## src/rtl/pulp_cluster_package.sv

```systemverilog
// Shared cluster constants: peripheral crossbar slot of the error slave and its response payload.
package pulp_cluster_package;

  localparam int unsigned SPER_ERROR_ID = 10;

  // Payload returned on every rejected access; resized by the user to its data width.
  localparam logic [31:0] ERR_RDATA = 32'hBADACCE5;

  typedef enum logic {
    RESP_OK  = 1'b0,
    RESP_ERR = 1'b1
  } resp_opc_e;

endpackage

```

## src/rtl/periph_err_resp_pipe.sv

```systemverilog
// Fixed-depth {valid, id} delay line with synchronous active-high flush.
module periph_err_resp_pipe #(
  parameter int unsigned ID_WIDTH = 9,
  parameter int unsigned DEPTH    = 1
) (
  input  logic                clk_i,
  input  logic                flush_i,
  input  logic                valid_i,
  input  logic [ID_WIDTH-1:0] id_i,
  output logic                valid_o,
  output logic [ID_WIDTH-1:0] id_o
);

  logic [DEPTH-1:0]               r_valid;
  logic [DEPTH-1:0][ID_WIDTH-1:0] r_id;
  logic [ID_WIDTH-1:0]            w_id_in;

  // Idle slots carry a zero id so the output needs no extra masking downstream.
  assign w_id_in = valid_i ? id_i : '0;

  // Whole-vector shifts keep DEPTH=1 legal without special-casing the stage chain.
  always_ff @(posedge clk_i) begin
    if (flush_i) begin
      r_valid <= '0;
      r_id    <= '0;
    end else begin
      r_valid <= (r_valid << 1) | DEPTH'(valid_i);
      r_id    <= (r_id << ID_WIDTH) | (DEPTH*ID_WIDTH)'(w_id_in);
    end
  end

  assign valid_o = r_valid[DEPTH-1];
  assign id_o    = r_id[DEPTH-1];

endmodule

```

## src/rtl/periph_error_slave.sv

```systemverilog
// Terminating slave for the peripheral crossbar error port: grants everything,
// answers with a delayed error response and logs the first offending access.
module periph_error_slave
  import pulp_cluster_package::*;
#(
  parameter int unsigned ADDR_WIDTH = 32,
  parameter int unsigned DATA_WIDTH = 32,
  parameter int unsigned BE_WIDTH   = 4,
  parameter int unsigned ID_WIDTH   = 9,
  parameter int unsigned LATENCY    = 1,
  parameter int unsigned CNT_WIDTH  = 16
) (
  input  logic                  clk_i,
  input  logic                  rst_i,
  input  logic                  req_i,
  input  logic [ADDR_WIDTH-1:0] add_i,
  input  logic                  wen_i,
  input  logic [DATA_WIDTH-1:0] wdata_i,
  input  logic [BE_WIDTH-1:0]   be_i,
  input  logic [ID_WIDTH-1:0]   id_i,
  output logic                  gnt_o,
  output logic                  r_valid_o,
  output logic                  r_opc_o,
  output logic [ID_WIDTH-1:0]   r_id_o,
  output logic [DATA_WIDTH-1:0] r_rdata_o,
  input  logic                  clr_i,
  output logic                  err_valid_o,
  output logic [ADDR_WIDTH-1:0] err_addr_o,
  output logic [ID_WIDTH-1:0]   err_id_o,
  output logic                  err_wen_o,
  output logic [CNT_WIDTH-1:0]  err_count_o,
  output logic                  err_irq_o
);

  localparam logic [DATA_WIDTH-1:0] LP_ERR_RDATA = DATA_WIDTH'(ERR_RDATA);

  logic                  w_accept;
  logic                  w_pipe_valid;
  logic [ID_WIDTH-1:0]   w_pipe_id;
  logic                  w_base_valid;
  logic [CNT_WIDTH-1:0]  w_base_cnt;
  logic                  w_capture;
  logic                  w_unused;

  logic                  r_err_valid;
  logic [ADDR_WIDTH-1:0] r_err_addr;
  logic [ID_WIDTH-1:0]   r_err_id;
  logic                  r_err_wen;
  logic [CNT_WIDTH-1:0]  r_err_count;
  logic                  r_err_irq;

  assign w_unused = ^{wdata_i, be_i};

  assign gnt_o    = req_i & ~rst_i;
  assign w_accept = req_i & gnt_o;

  periph_err_resp_pipe #(
    .ID_WIDTH (ID_WIDTH),
    .DEPTH    (LATENCY)
  ) u_resp_pipe (
    .clk_i   (clk_i),
    .flush_i (rst_i),
    .valid_i (w_accept),
    .id_i    (id_i),
    .valid_o (w_pipe_valid),
    .id_o    (w_pipe_id)
  );

  assign r_valid_o = w_pipe_valid;
  assign r_opc_o   = w_pipe_valid ? RESP_ERR : RESP_OK;
  assign r_id_o    = w_pipe_valid ? w_pipe_id : '0;
  assign r_rdata_o = w_pipe_valid ? LP_ERR_RDATA : '0;

  // Clear is folded in ahead of the accept so a same-cycle access starts a fresh log.
  always_comb begin
    w_base_valid = r_err_valid & ~clr_i;
    w_base_cnt   = clr_i ? '0 : r_err_count;
    w_capture    = w_accept & ~w_base_valid;
  end

  always_ff @(posedge clk_i) begin
    if (rst_i) begin
      r_err_valid <= 1'b0;
      r_err_addr  <= '0;
      r_err_id    <= '0;
      r_err_wen   <= 1'b0;
      r_err_count <= '0;
      r_err_irq   <= 1'b0;
    end else begin
      r_err_irq <= w_capture;
      if (w_accept && !(&w_base_cnt)) begin
        r_err_count <= w_base_cnt + 1'b1;
      end else begin
        r_err_count <= w_base_cnt;
      end
      if (w_capture) begin
        r_err_valid <= 1'b1;
        r_err_addr  <= add_i;
        r_err_id    <= id_i;
        r_err_wen   <= wen_i;
      end else if (clr_i) begin
        r_err_valid <= 1'b0;
        r_err_addr  <= '0;
        r_err_id    <= '0;
        r_err_wen   <= 1'b0;
      end
    end
  end

  assign err_valid_o = r_err_valid;
  assign err_addr_o  = r_err_addr;
  assign err_id_o    = r_err_id;
  assign err_wen_o   = r_err_wen;
  assign err_count_o = r_err_count;
  assign err_irq_o   = r_err_irq;

endmodule

```

## config.mk

```make
export PLATFORM = sky130hd
export DESIGN_NAME = periph_error_slave
export DESIGN_NICKNAME = d
export VERILOG_FILES = /design/src/rtl/pulp_cluster_package.sv /design/src/rtl/periph_err_resp_pipe.sv /design/src/rtl/periph_error_slave.sv
export SDC_FILE = /design/constraint.sdc
export NUM_CORES = 1
export LEC_CHECK = 0
export CAP_MARGIN = 10
export CORE_MARGIN = 3
export CORE_UTILIZATION = 34
export DETAILED_ROUTE_END_ITERATION = 8
export PLACE_DENSITY = 0.77
export SLEW_MARGIN = 10
export SYNTH_ARGS = -nofsm -noshare
export SYNTH_HDL_FRONTEND = slang
export SYNTH_HIERARCHICAL = 1
export SYNTH_SLANG_ARGS = --single-unit
```

## constraint.sdc

```tcl
create_clock -name clk_i -period 1.38 [get_ports clk_i]
set_input_delay 0.207 -clock clk_i [delete_from_list [all_inputs] [get_ports clk_i]]
set_output_delay 0.207 -clock clk_i [all_outputs]
set_load 0.01 [all_outputs]
```

==> impl_metrics.env, run 1 <==
export IMPL_unrepaired_setup_endpoints_after_global_routing="yes"
export IMPL_cp_data_arrival_time_ns=1.68
export IMPL_finalSetupViolCount=9
export IMPL_synth_enable_flop_cells=0
export IMPL_violations="setup timing"
export IMPL_worstSkewPairLatency_ns=0.34
export IMPL_hold_path_cell_count=3
export IMPL_grt_overflow_total=0
export IMPL_crit_slowest_cell="sky130_fd_sc_hd__dfxtp_2"
export IMPL_criticalPathCategory="flip-flop to flip-flop"
export IMPL_final_max_slew_violation_count=0
export IMPL_post_layout_nonfiller_instances=631
export IMPL_cts_root_cell="sky130_fd_sc_hd__clkbuf_8"
export IMPL_layout_setup_ws_ns=-0.0747
export IMPL_numPortBuffers=136
export IMPL_yosys_register_bits=70
export IMPL_r2r_slack_ns=-0.07
export IMPL_critical_path_reg2reg_startpoint="err_count_o[2]$_SDFF_PP0_"
export IMPL_routed_via_density=4.98
export IMPL_number_of_iterations_in_the_first_detailed_routing_pass=4
export IMPL_initial_utilization_pct=36.0
export IMPL_syn_mean_instance_area_um2=8.34
export IMPL_place_worst_setup_slack_ns=-0.638
export IMPL_synth_distinct_cells=41
export IMPL_yosys_most_used_dff="sky130_fd_sc_hd__dfxtp_1"
export IMPL_layout_filler_cells=782
export IMPL_final_antenna_net_count=0
export IMPL_clock_tree_buffer_depth=2
export IMPL_timing_final_hold_violations=0
export IMPL_hold_worst_slack_ns=0.342
export IMPL_largest_net_degree_at_the_start_of_global_routing=48
export IMPL_iter_0_drt_violations=96
export IMPL_finalPower_mw=4.41
export IMPL_result_of_the_run="complete, but fails checks"
export IMPL_final_replace_weighted_congestion=0.878
export IMPL_std_cell_rows=33
export IMPL_post_place_cells=609
export IMPL_critical_path_cell_chain="and4b_2 > nand3_4 > or3_4 > mux2_4"
export IMPL_finalWorstPathRequiredPeriod_ns=1.45
export IMPL_grt_util_all_layers_pct=17.7
export IMPL_syn_instance_count=363
export IMPL_netlist_area_um2=3030
export IMPL_crit_fanout=4
export IMPL_post_route_cells_drive_above_1_share_pct=29.1
export IMPL_max_freq_ghz=0.687
export IMPL_design_final_nets=603
export IMPL_worstSetupEndpointType="flip-flop"
export IMPL_timing_critical_path_max_delay_family="simple AND/OR/NAND/NOR gates"
export IMPL_core_area_um2=8420
export IMPL_fin_worst_skew_ns=0.00972
export IMPL_synth_commonest_cells="sky130_fd_sc_hd__dfxtp_1 (70), sky130_fd_sc_hd__a21oi_1 (52), sky130_fd_sc_hd__nand2_1 (52)"
export IMPL_p_leak_nw=2.29
export IMPL_detail_route_wl_per_cell_um=14.9
export IMPL_cp_required_ns=1.61
export IMPL_htree_levels=3
export IMPL_peakVddDrop_mv=0.444
export IMPL_hold_path_class="input pin to flip-flop"
export IMPL_die_area_um2=10100
export IMPL_worstHoldStart="req_i"
export IMPL_grt_first_pass_wirelength_um=14400
export IMPL_synth_top_area_share_pct=46.3
export IMPL_yosys_top_cells_area="sky130_fd_sc_hd__dfxtp_1 (46%), sky130_fd_sc_hd__a21oi_1 (8.6%), sky130_fd_sc_hd__buf_4 (8.4%)"
export IMPL_postRouteWirelength_um=9380
export IMPL_power_per_cell_area_nw_per_um2=887
export IMPL_drc=0
export IMPL_worst_setup_hold_path_clk_slew_ns=0.08
export IMPL_synthToLayoutAreaGrowth_pct=64.1
export IMPL_floorplan_die_height_um=100
export IMPL_yosys_cell_count_top_type="sky130_fd_sc_hd__dfxtp_1"
export IMPL_postSynth_asyncResetShare_pct=0
export IMPL_cts_sinks=70
export IMPL_n_antenna_cell=0
export IMPL_hold_end="err_count_o[0]$_SDFF_PP0_"
export IMPL_cpPeakStageDelay_ns=0.34
export IMPL_clock_tree_from_tritoncts="done"
export IMPL_r2r_worst_path_cells=4
export IMPL_post_synth_top_area_cell="sky130_fd_sc_hd__dfxtp_1"
export IMPL_cts_made_buffers=9
export IMPL_worstReg2RegEnd="err_count_o[10]$_SDFF_PP0_"
export IMPL_detailed_place_hpwl_um=6500
export IMPL_synth_yosys_seq_area_share_pct=46.3
export IMPL_critical_path_buf_inv_count=0
export IMPL_dr_total_vias=3144
export IMPL_ys_warn_count=6
export IMPL_dieWidth_um=100
export IMPL_via_count_of_the_first_global_routing_pass=2927
export IMPL_ratio_of_final_minimum_period_to_clock_period_pct=105
export IMPL_antenna_found_initial=0
export IMPL_io_pins=186
export IMPL_timing_max_cap_violations=0
export IMPL_critPathLaunchType="flip-flop"
cells in the final DEF (no fill, tap or decap), types with 9 or more instances in the layout:
cell                              Yosys  routed
sky130_fd_sc_hd__dlygate4sd2_1        0      60
sky130_fd_sc_hd__dfxtp_1             70      56
sky130_fd_sc_hd__buf_4               34      44
sky130_fd_sc_hd__nand2_1             52      49
sky130_fd_sc_hd__a21oi_1             52      50
sky130_fd_sc_hd__buf_6                0      15
sky130_fd_sc_hd__clkdlybuf4s50_1      0      42
sky130_fd_sc_hd__clkbuf_8             0      10
sky130_fd_sc_hd__and3b_1              9       9
sky130_fd_sc_hd__dfxtp_2              0      13
sky130_fd_sc_hd__and2_4               0       9
sky130_fd_sc_hd__buf_2                6      21
sky130_fd_sc_hd__nand3_1             44      43
sky130_fd_sc_hd__conb_1               1      13
flip-flops by register name, indices dropped and copies added (netlist names):
name / count
err_count_o: 16
err_irq_o: 1
err_addr_o: 32
u_resp_pipe/valid_o: 1
u_resp_pipe/id_o: 9
err_valid_o: 1
err_id_o: 9
err_wen_o: 1
area by class of cell:
class | count | area (um^2) | area share, %
timing repair buffer | 191 | 1730 | 34.8
multi-input combinational | 244 | 1460 | 29.4
sequential | 70 | 1420 | 28.6
clock buffer | 10 | 138 | 2.77
tap | 105 | 131 | 2.64
clock inverter | 6 | 70.1 | 1.41
inverter | 5 | 18.8 | 0.378
tightest hold or removal path: cells and delay by family:
| family | cells | cell delay [ns] |
|---|---|---|
| buffers and inverters | 2 | 0.37 |
| AOI/OAI and AO/OA | 1 | 0.07 |
routing by layer:
metal | track usage (%) | part of all wire [%] | vias up
li1 | - | - | 1532
met1 | 22.9 | 42 | 1477
met2 | 29.5 | 49 | 121
met3 | 3.54 | 7.5 | 14
met4 | 5.60 | 1.2 | 0
met5 | 0 | 0 | -
cell families (layout without fill, tap and decap cells):
| logic type | count (synthesis) | in the layout | share of synthesized area [%] |
|---|---|---|---|
| simple gates | 160 | 160 | 28.0 |
| flops | 70 | 70 | 46.3 |
| compound gates | 68 | 68 | 12.4 |
| buf+inv | 61 | 212 | 12.0 |
| mux | 3 | 3 | 1.20 |
| other cells | 1 | 13 | 0.124 |
worst max path at each step:
stage,startpoint,to,cells past startpoint
4_1_cts,err_count_o[1]$_SDFF_PP0_,err_count_o[10]$_SDFF_PP0_,4
3_5_place_dp,clr_i,err_count_o[6]$_SDFF_PP0_,6
2_1_floorplan,err_count_o[0]$_SDFF_PP0_,err_count_o[10]$_SDFF_PP0_,5
3_3_place_gp,clr_i,err_count_o[10]$_SDFF_PP0_,5
5_1_grt,err_count_o[0]$_SDFF_PP0_,err_count_o[10]$_SDFF_PP0_,4
6_report,err_count_o[2]$_SDFF_PP0_,err_count_o[10]$_SDFF_PP0_,4
through the flow:
stage / TNS (ns) / area (um^2) / utilization [%]
6_report: -0.157 / 4970 / 59.0
5_1_grt: -0.750 / 4970 / 59.0
4_1_cts: -0.449 / 4860 / 57.7
3_5_place_dp: -28.92 / 4650 / 55.2
3_3_place_gp: -25.62 / 4650 / 55.2
2_1_floorplan: -0.145 / 3090 / -
repair_timing:
item                       in CTS  in global routing
hold buffers                    0                  0
hold endpoints to repair        0                  0
pin swaps                       4                 14
buffers inserted                3                  1
setup endpoints to repair     149                 36
cloned                          2                  1
gates resized for setup       210                 37
power by group:
group | internal, mW | switching (mW) | leakage (nW)
Combinational | 0.299 | 0.280 | 1.61
Clock | 0.897 | 0.831 | 0.107
Sequential | 2.07 | 0.0246 | 0.576
Note: power is estimated with default switching activity, not from simulation.
==> inputs of run 2 (changes only) <==
--- a/config.mk
+++ b/config.mk
@@ -9,6 +9,7 @@
 export CORE_MARGIN = 3
 export CORE_UTILIZATION = 34
 export DETAILED_ROUTE_END_ITERATION = 8
+export GPL_TIMING_DRIVEN = 0
 export PLACE_DENSITY = 0.77
 export SLEW_MARGIN = 10
 export SYNTH_ARGS = -nofsm -noshare
==> impl_metrics.env, run 2 (synthesis gave the netlist of run 1 again) <==
export IMPL_critical_path_cell_chain="and4b_2 > nand3_4 > or3_4 > mux2_4"
export IMPL_hold_worst_slack_ns=0.153
export IMPL_unrepaired_setup_endpoints_after_global_routing="yes"
export IMPL_floorplan_die_height_um=100
export IMPL_cp_required_ns=1.60
export IMPL_grt_first_pass_wirelength_um=15700
export IMPL_cts_sinks=70
export IMPL_via_count_of_the_first_global_routing_pass=3129
export IMPL_seqCellArea_um2=1440
export IMPL_dieWidth_um=100
export IMPL_core_area_um2=8420
export IMPL_number_of_iterations_in_the_first_detailed_routing_pass=5
export IMPL_clock_tree_buffer_depth=2
export IMPL_antenna_found_initial=0
export IMPL_place_worst_setup_slack_ns=-1.13
export IMPL_post_route_cells_drive_above_1_share_pct=31.4
export IMPL_worstSkewPairLatency_ns=0.34
export IMPL_critical_path_buf_inv_count=0
export IMPL_cts_root_cell="sky130_fd_sc_hd__clkbuf_8"
export IMPL_die_area_um2=10100
export IMPL_detailed_place_hpwl_um=6890
export IMPL_result_of_the_run="complete, but fails checks"
export IMPL_layout_setup_ws_ns=-0.135
export IMPL_detail_route_wl_per_cell_um=16.1
export IMPL_grt_util_all_layers_pct=19.1
export IMPL_area_used_by_multi_input_combinational_logic_um2=1470
export IMPL_finalWorstPathRequiredPeriod_ns=1.52
export IMPL_layout_filler_cells=756
export IMPL_n_antenna_cell=0
export IMPL_routed_via_density=5.07
export IMPL_worstSetupEndpointType="flip-flop"
export IMPL_post_layout_nonfiller_instances=652
export IMPL_ratio_of_final_minimum_period_to_clock_period_pct=110
export IMPL_final_antenna_net_count=0
export IMPL_worst_setup_hold_path_clk_slew_ns=0.08
export IMPL_grt_overflow_total=0
export IMPL_synthToLayoutAreaGrowth_pct=71.3
export IMPL_initial_utilization_pct=36.0
export IMPL_layout_cells_most_common="sky130_fd_sc_hd__dlygate4sd2_1"
export IMPL_cp_data_arrival_time_ns=1.74
export IMPL_violations="setup timing"
export IMPL_hold_path_class="input pin to flip-flop"
export IMPL_cpPeakStageDelay_ns=0.38
export IMPL_std_cell_rows=33
export IMPL_post_place_cells=616
export IMPL_final_replace_weighted_congestion=0.839
export IMPL_design_final_nets=624
export IMPL_cts_made_buffers=9
export IMPL_iter_0_drt_violations=168
export IMPL_criticalPathCategory="flip-flop to flip-flop"
export IMPL_power_per_cell_area_nw_per_um2=896
export IMPL_crit_fanout=6
export IMPL_timing_critical_path_max_delay_family="simple AND/OR/NAND/NOR gates"
export IMPL_worstMarginPinSlew_ns=0.655
export IMPL_crit_slowest_cell="sky130_fd_sc_hd__dfxtp_2"
export IMPL_largest_register_ffs=32
export IMPL_largest_net_degree_at_the_start_of_global_routing=17
export IMPL_peakVddDrop_mv=0.580
export IMPL_dr_total_vias=3304
export IMPL_postRouteWirelength_um=10500
export IMPL_timing_max_cap_violations=0
export IMPL_layout_common_cells="sky130_fd_sc_hd__dlygate4sd2_1 (60), sky130_fd_sc_hd__dfxtp_1 (53), sky130_fd_sc_hd__a21oi_1 (50)"
export IMPL_p_leak_nw=2.42
export IMPL_fin_setup_tns_ns=-0.807
export IMPL_timing_final_hold_violations=0
export IMPL_clock_tree_from_tritoncts="done"
export IMPL_max_freq_ghz=0.660
export IMPL_htree_levels=3
export IMPL_critPathLaunchType="flip-flop"
export IMPL_max_slew_margin_pct=56.4
export IMPL_final_max_slew_violation_count=0
export IMPL_fin_worst_skew_ns=0.00684
export IMPL_numPortBuffers=136
export IMPL_drc=0
export IMPL_io_pins=186
export IMPL_finalSetupViolCount=12
export IMPL_finalPower_mw=4.65
[run 2: changes by cell type in the layout (fill, tap and decap cells not counted), sizes merged]
cell           before  now
dlymetal6s2s        0    1
clkinvlp            0    1
bufinv              1    2
clkinv              5    3
clkbuf             11   24
clkdlybuf4s15       2    0
buf                86   95
[run 2: metal layers]
layer | vias to the layer above | part of all wire (%) | track usage (%) | wire [um]
li1 | 1573 | - | - | -
met3 | 27 | 7.2 | 3.82 | 752
met4 | 0 | 1.8 | 4.87 | 189
met2 | 164 | 50 | 32.8 | 5290
met1 | 1540 | 41 | 24.6 | 4270
met5 | - | 0 | 0 | 0
[run 2: worst register-to-register path, delay by kind of cell (launching register included)]
| kind | cells | cell delay, ns |
|---|---|---|
| simple gates | 3 | 0.74 |
| mux | 1 | 0.30 |
| flops | 1 | 0.38 |
[run 2: path summary, 6_finish.rpt]
| check | endpoint | depth (start not counted) | startpoint | slack, ns |
|---|---|---|---|---|
| max reg2reg | err_count_o[10]$_SDFF_PP0_ | 4 | err_count_o[3]$_SDFF_PP0_ | -0.14 |
| max | err_count_o[10]$_SDFF_PP0_ | 4 | err_count_o[3]$_SDFF_PP0_ | -0.14 |
| min reg2reg | err_addr_o[28]$_SDFFE_PP0P_ | 2 | err_addr_o[28]$_SDFFE_PP0P_ | 0.47 |
| min | err_count_o[0]$_SDFF_PP0_ | 2 | req_i | 0.15 |
[run 2: repair_timing]
item,in CTS,in global routing
buffers inserted,13,6
pin swaps,6,7
hold endpoints to repair,0,0
gates resized for setup,227,92
hold buffers,0,0
setup endpoints to repair,161,68
gates cloned,1,1
[run 2: final cells by class]
| class | instances | share of cell area [%] |
|---|---|---|
| buffer | 56 | 8.15 |
| clock buffer | 10 | 2.65 |
| clock inverter | 6 | 1.81 |
| inverter | 5 | 0.434 |
| multi-input combinational | 244 | 28.3 |
| sequential | 70 | 27.7 |
| tap | 105 | 2.53 |
| timing repair buffer | 156 | 28.5 |
[run 2: per-stage QoR]
stage | utilization, % | cell area [um^2]
6_report | 61.6 | 5190
5_1_grt | 61.6 | 5190
4_1_cts | 57.8 | 4870
3_5_place_dp | 54.4 | 4580
3_3_place_gp | 54.4 | 4580
2_1_floorplan | - | 3090
[run 2: power by group]
part           leakage, nW  internal (mW)  total, mW  switching (mW)
Clock                0.113           1.08       1.90           0.820
Combinational         1.72          0.353      0.656           0.303
Sequential           0.579           2.07       2.10          0.0301
==> inputs of run 3 (changes only) <==
--- a/config.mk
+++ b/config.mk
@@ -11,6 +11,7 @@
 export DETAILED_ROUTE_END_ITERATION = 8
 export GPL_TIMING_DRIVEN = 0
 export PLACE_DENSITY = 0.77
+export REMOVE_ABC_BUFFERS = 1
 export SLEW_MARGIN = 10
 export SYNTH_ARGS = -nofsm -noshare
 export SYNTH_HDL_FRONTEND = slang
==> impl_metrics.env, run 3 (synthesis gave the netlist of run 1 again) <==
export IMPL_result_of_the_run="complete, but fails checks"
export IMPL_violations="setup timing"
export IMPL_ratio_of_final_minimum_period_to_clock_period_pct=109
export IMPL_final_replace_weighted_congestion=0.853
export IMPL_core_area_um2=8420
export IMPL_n_antenna_cell=0
export IMPL_met3_length_um=845
export IMPL_iter_0_drt_violations=132
export IMPL_capture_point_of_the_critical_path="err_count_o[10]$_SDFF_PP0_"
export IMPL_final_max_slew_violation_count=0
export IMPL_htree_levels=3
export IMPL_via_count_of_the_first_global_routing_pass=2874
export IMPL_hold_worst_slack_ns=0.138
export IMPL_max_freq_ghz=0.664
export IMPL_grt_first_pass_wirelength_um=14200
export IMPL_largest_register_ffs=32
export IMPL_finalWorstPathRequiredPeriod_ns=1.50
export IMPL_finalPower_mw=4.24
export IMPL_cp_data_arrival_time_ns=1.72
export IMPL_post_route_cells_drive_above_1_share_pct=22.7
export IMPL_worstReg2RegEnd="err_count_o[10]$_SDFF_PP0_"
export IMPL_timing_max_cap_violations=0
export IMPL_largest_net_degree_at_the_start_of_global_routing=53
export IMPL_clock_tree_from_tritoncts="done"
export IMPL_fin_worst_skew_ns=0.00797
export IMPL_postLayoutCellArea_um2=4760
export IMPL_floorplan_die_height_um=100
export IMPL_routed_top_layer="met4"
export IMPL_design_final_nets=585
export IMPL_critPathLaunchType="flip-flop"
export IMPL_wl_met2_um=4630
export IMPL_grt_overflow_total=0
export IMPL_finalSetupViolCount=9
export IMPL_worst_setup_hold_path_clk_slew_ns=0.08
export IMPL_post_place_cells=562
export IMPL_dieWidth_um=100
export IMPL_io_pins=186
export IMPL_routed_via_density=5.16
export IMPL_detail_route_wl_per_cell_um=15.7
export IMPL_place_area_um2=4260
export IMPL_antenna_found_initial=0
export IMPL_power_per_cell_area_nw_per_um2=891
export IMPL_r2r_worst_path_cells=4
export IMPL_r2r_slack_ns=-0.12
export IMPL_layout_setup_ws_ns=-0.125
export IMPL_crit_fanout=6
export IMPL_fin_setup_tns_ns=-0.540
export IMPL_post_layout_nonfiller_instances=612
export IMPL_layout_filler_cells=772
export IMPL_dr_total_vias=3157
export IMPL_timing_final_hold_violations=0
export IMPL_postRouteWirelength_um=9590
export IMPL_cp_required_ns=1.60
export IMPL_cts_root_cell="sky130_fd_sc_hd__clkbuf_8"
export IMPL_worstSetupEndpointType="flip-flop"
export IMPL_die_area_um2=10100
export IMPL_criticalPathCategory="flip-flop to flip-flop"
export IMPL_layout_common_cells="sky130_fd_sc_hd__dlygate4sd2_1 (70), sky130_fd_sc_hd__dfxtp_1 (55), sky130_fd_sc_hd__a21oi_1 (51)"
export IMPL_clock_tree_buffer_depth=2
export IMPL_synthToLayoutAreaGrowth_pct=57.0
export IMPL_p_leak_nw=2.21
export IMPL_initial_utilization_pct=36.0
export IMPL_met1_wl_um=3840
export IMPL_grt_util_all_layers_pct=17.4
export IMPL_unrepaired_setup_endpoints_after_global_routing="yes"
export IMPL_cts_made_buffers=9
export IMPL_final_antenna_net_count=0
export IMPL_numPortBuffers=136
export IMPL_worstSkewPairLatency_ns=0.33
export IMPL_cts_sinks=70
export IMPL_critPathLaunch="err_count_o[5]$_SDFF_PP0_"
export IMPL_number_of_iterations_in_the_first_detailed_routing_pass=4
export IMPL_critical_path_reg2reg_startpoint="err_count_o[5]$_SDFF_PP0_"
export IMPL_drc=0
export IMPL_std_cell_rows=33
export IMPL_peakVddDrop_mv=0.478
export IMPL_hold_path_class="input pin to flip-flop"
export IMPL_detailed_place_hpwl_um=5780
export IMPL_layout_cells_most_common="sky130_fd_sc_hd__dlygate4sd2_1"
[run 3: worst min-delay path by stage]
stage	startpoint	endpoint	slack, ns	cells past startpoint
2_1_floorplan	rst_i	err_addr_o[0]$_SDFFE_PP0P_	0.28	1
3_3_place_gp	err_addr_o[3]$_SDFFE_PP0P_	err_addr_o[3]$_SDFFE_PP0P_	0.45	2
3_5_place_dp	err_addr_o[13]$_SDFFE_PP0P_	err_addr_o[13]$_SDFFE_PP0P_	0.46	2
4_1_cts	rst_i	err_addr_o[11]$_SDFFE_PP0P_	0.19	2
5_1_grt	rst_i	err_addr_o[19]$_SDFFE_PP0P_	0.12	2
6_report	rst_i	err_id_o[0]$_SDFFE_PP0P_	0.14	2
[run 3: layout make-up]
| type | count | area, um^2 | area share, % |
|---|---|---|---|
| inverters | 5 | 31.3 | 0.658 |
| multi-input cells | 244 | 1440 | 30.3 |
| clock inverters | 4 | 47.5 | 1.00 |
| flip-flops and latches | 70 | 1450 | 30.4 |
| clock buffers | 11 | 141 | 2.97 |
| repair buffers | 173 | 1520 | 32.0 |
| well taps | 105 | 131 | 2.76 |
[run 3: routing by layer]
layer	vias up	GRT usage, %
li1	1501	-
met1	1462	21.1
met2	167	29.7
met3	27	3.61
met4	0	7.36
met5	-	0
[run 3: power breakdown]
| group | switching, mW | internal, mW | total (mW) |
|---|---|---|---|
| clock | 0.743 | 0.870 | 1.61 |
| combinational | 0.275 | 0.265 | 0.539 |
| sequential | 0.0264 | 2.06 | 2.09 |
[run 3: repair_timing]
action / 4_1_cts / 5_1_grt
gates resized for setup: 145 / 59
pin swaps: 8 / 8
setup endpoints to repair: 159 / 61
gates cloned: 0 / 1
setup buffers: 20 / 15
hold buffers: 0 / 0
[run 3: worst max-delay path: stages (launching register included)]
cell and delay, ns:
sky130_fd_sc_hd__dfxtp_4 0.38, sky130_fd_sc_hd__and4b_2 0.29, sky130_fd_sc_hd__nand3_4 0.10, sky130_fd_sc_hd__or3_4 0.34, sky130_fd_sc_hd__mux2_4 0.29
[run 3: stage by stage]
stage	worst slack, ns	utilization (%)
finish	-0.125	56.5
CTS	-0.153	54.4
detailed placement	-1.32	50.6
floorplan	-0.882	-
global placement	-4.41	50.1
global route	-0.153	56.5
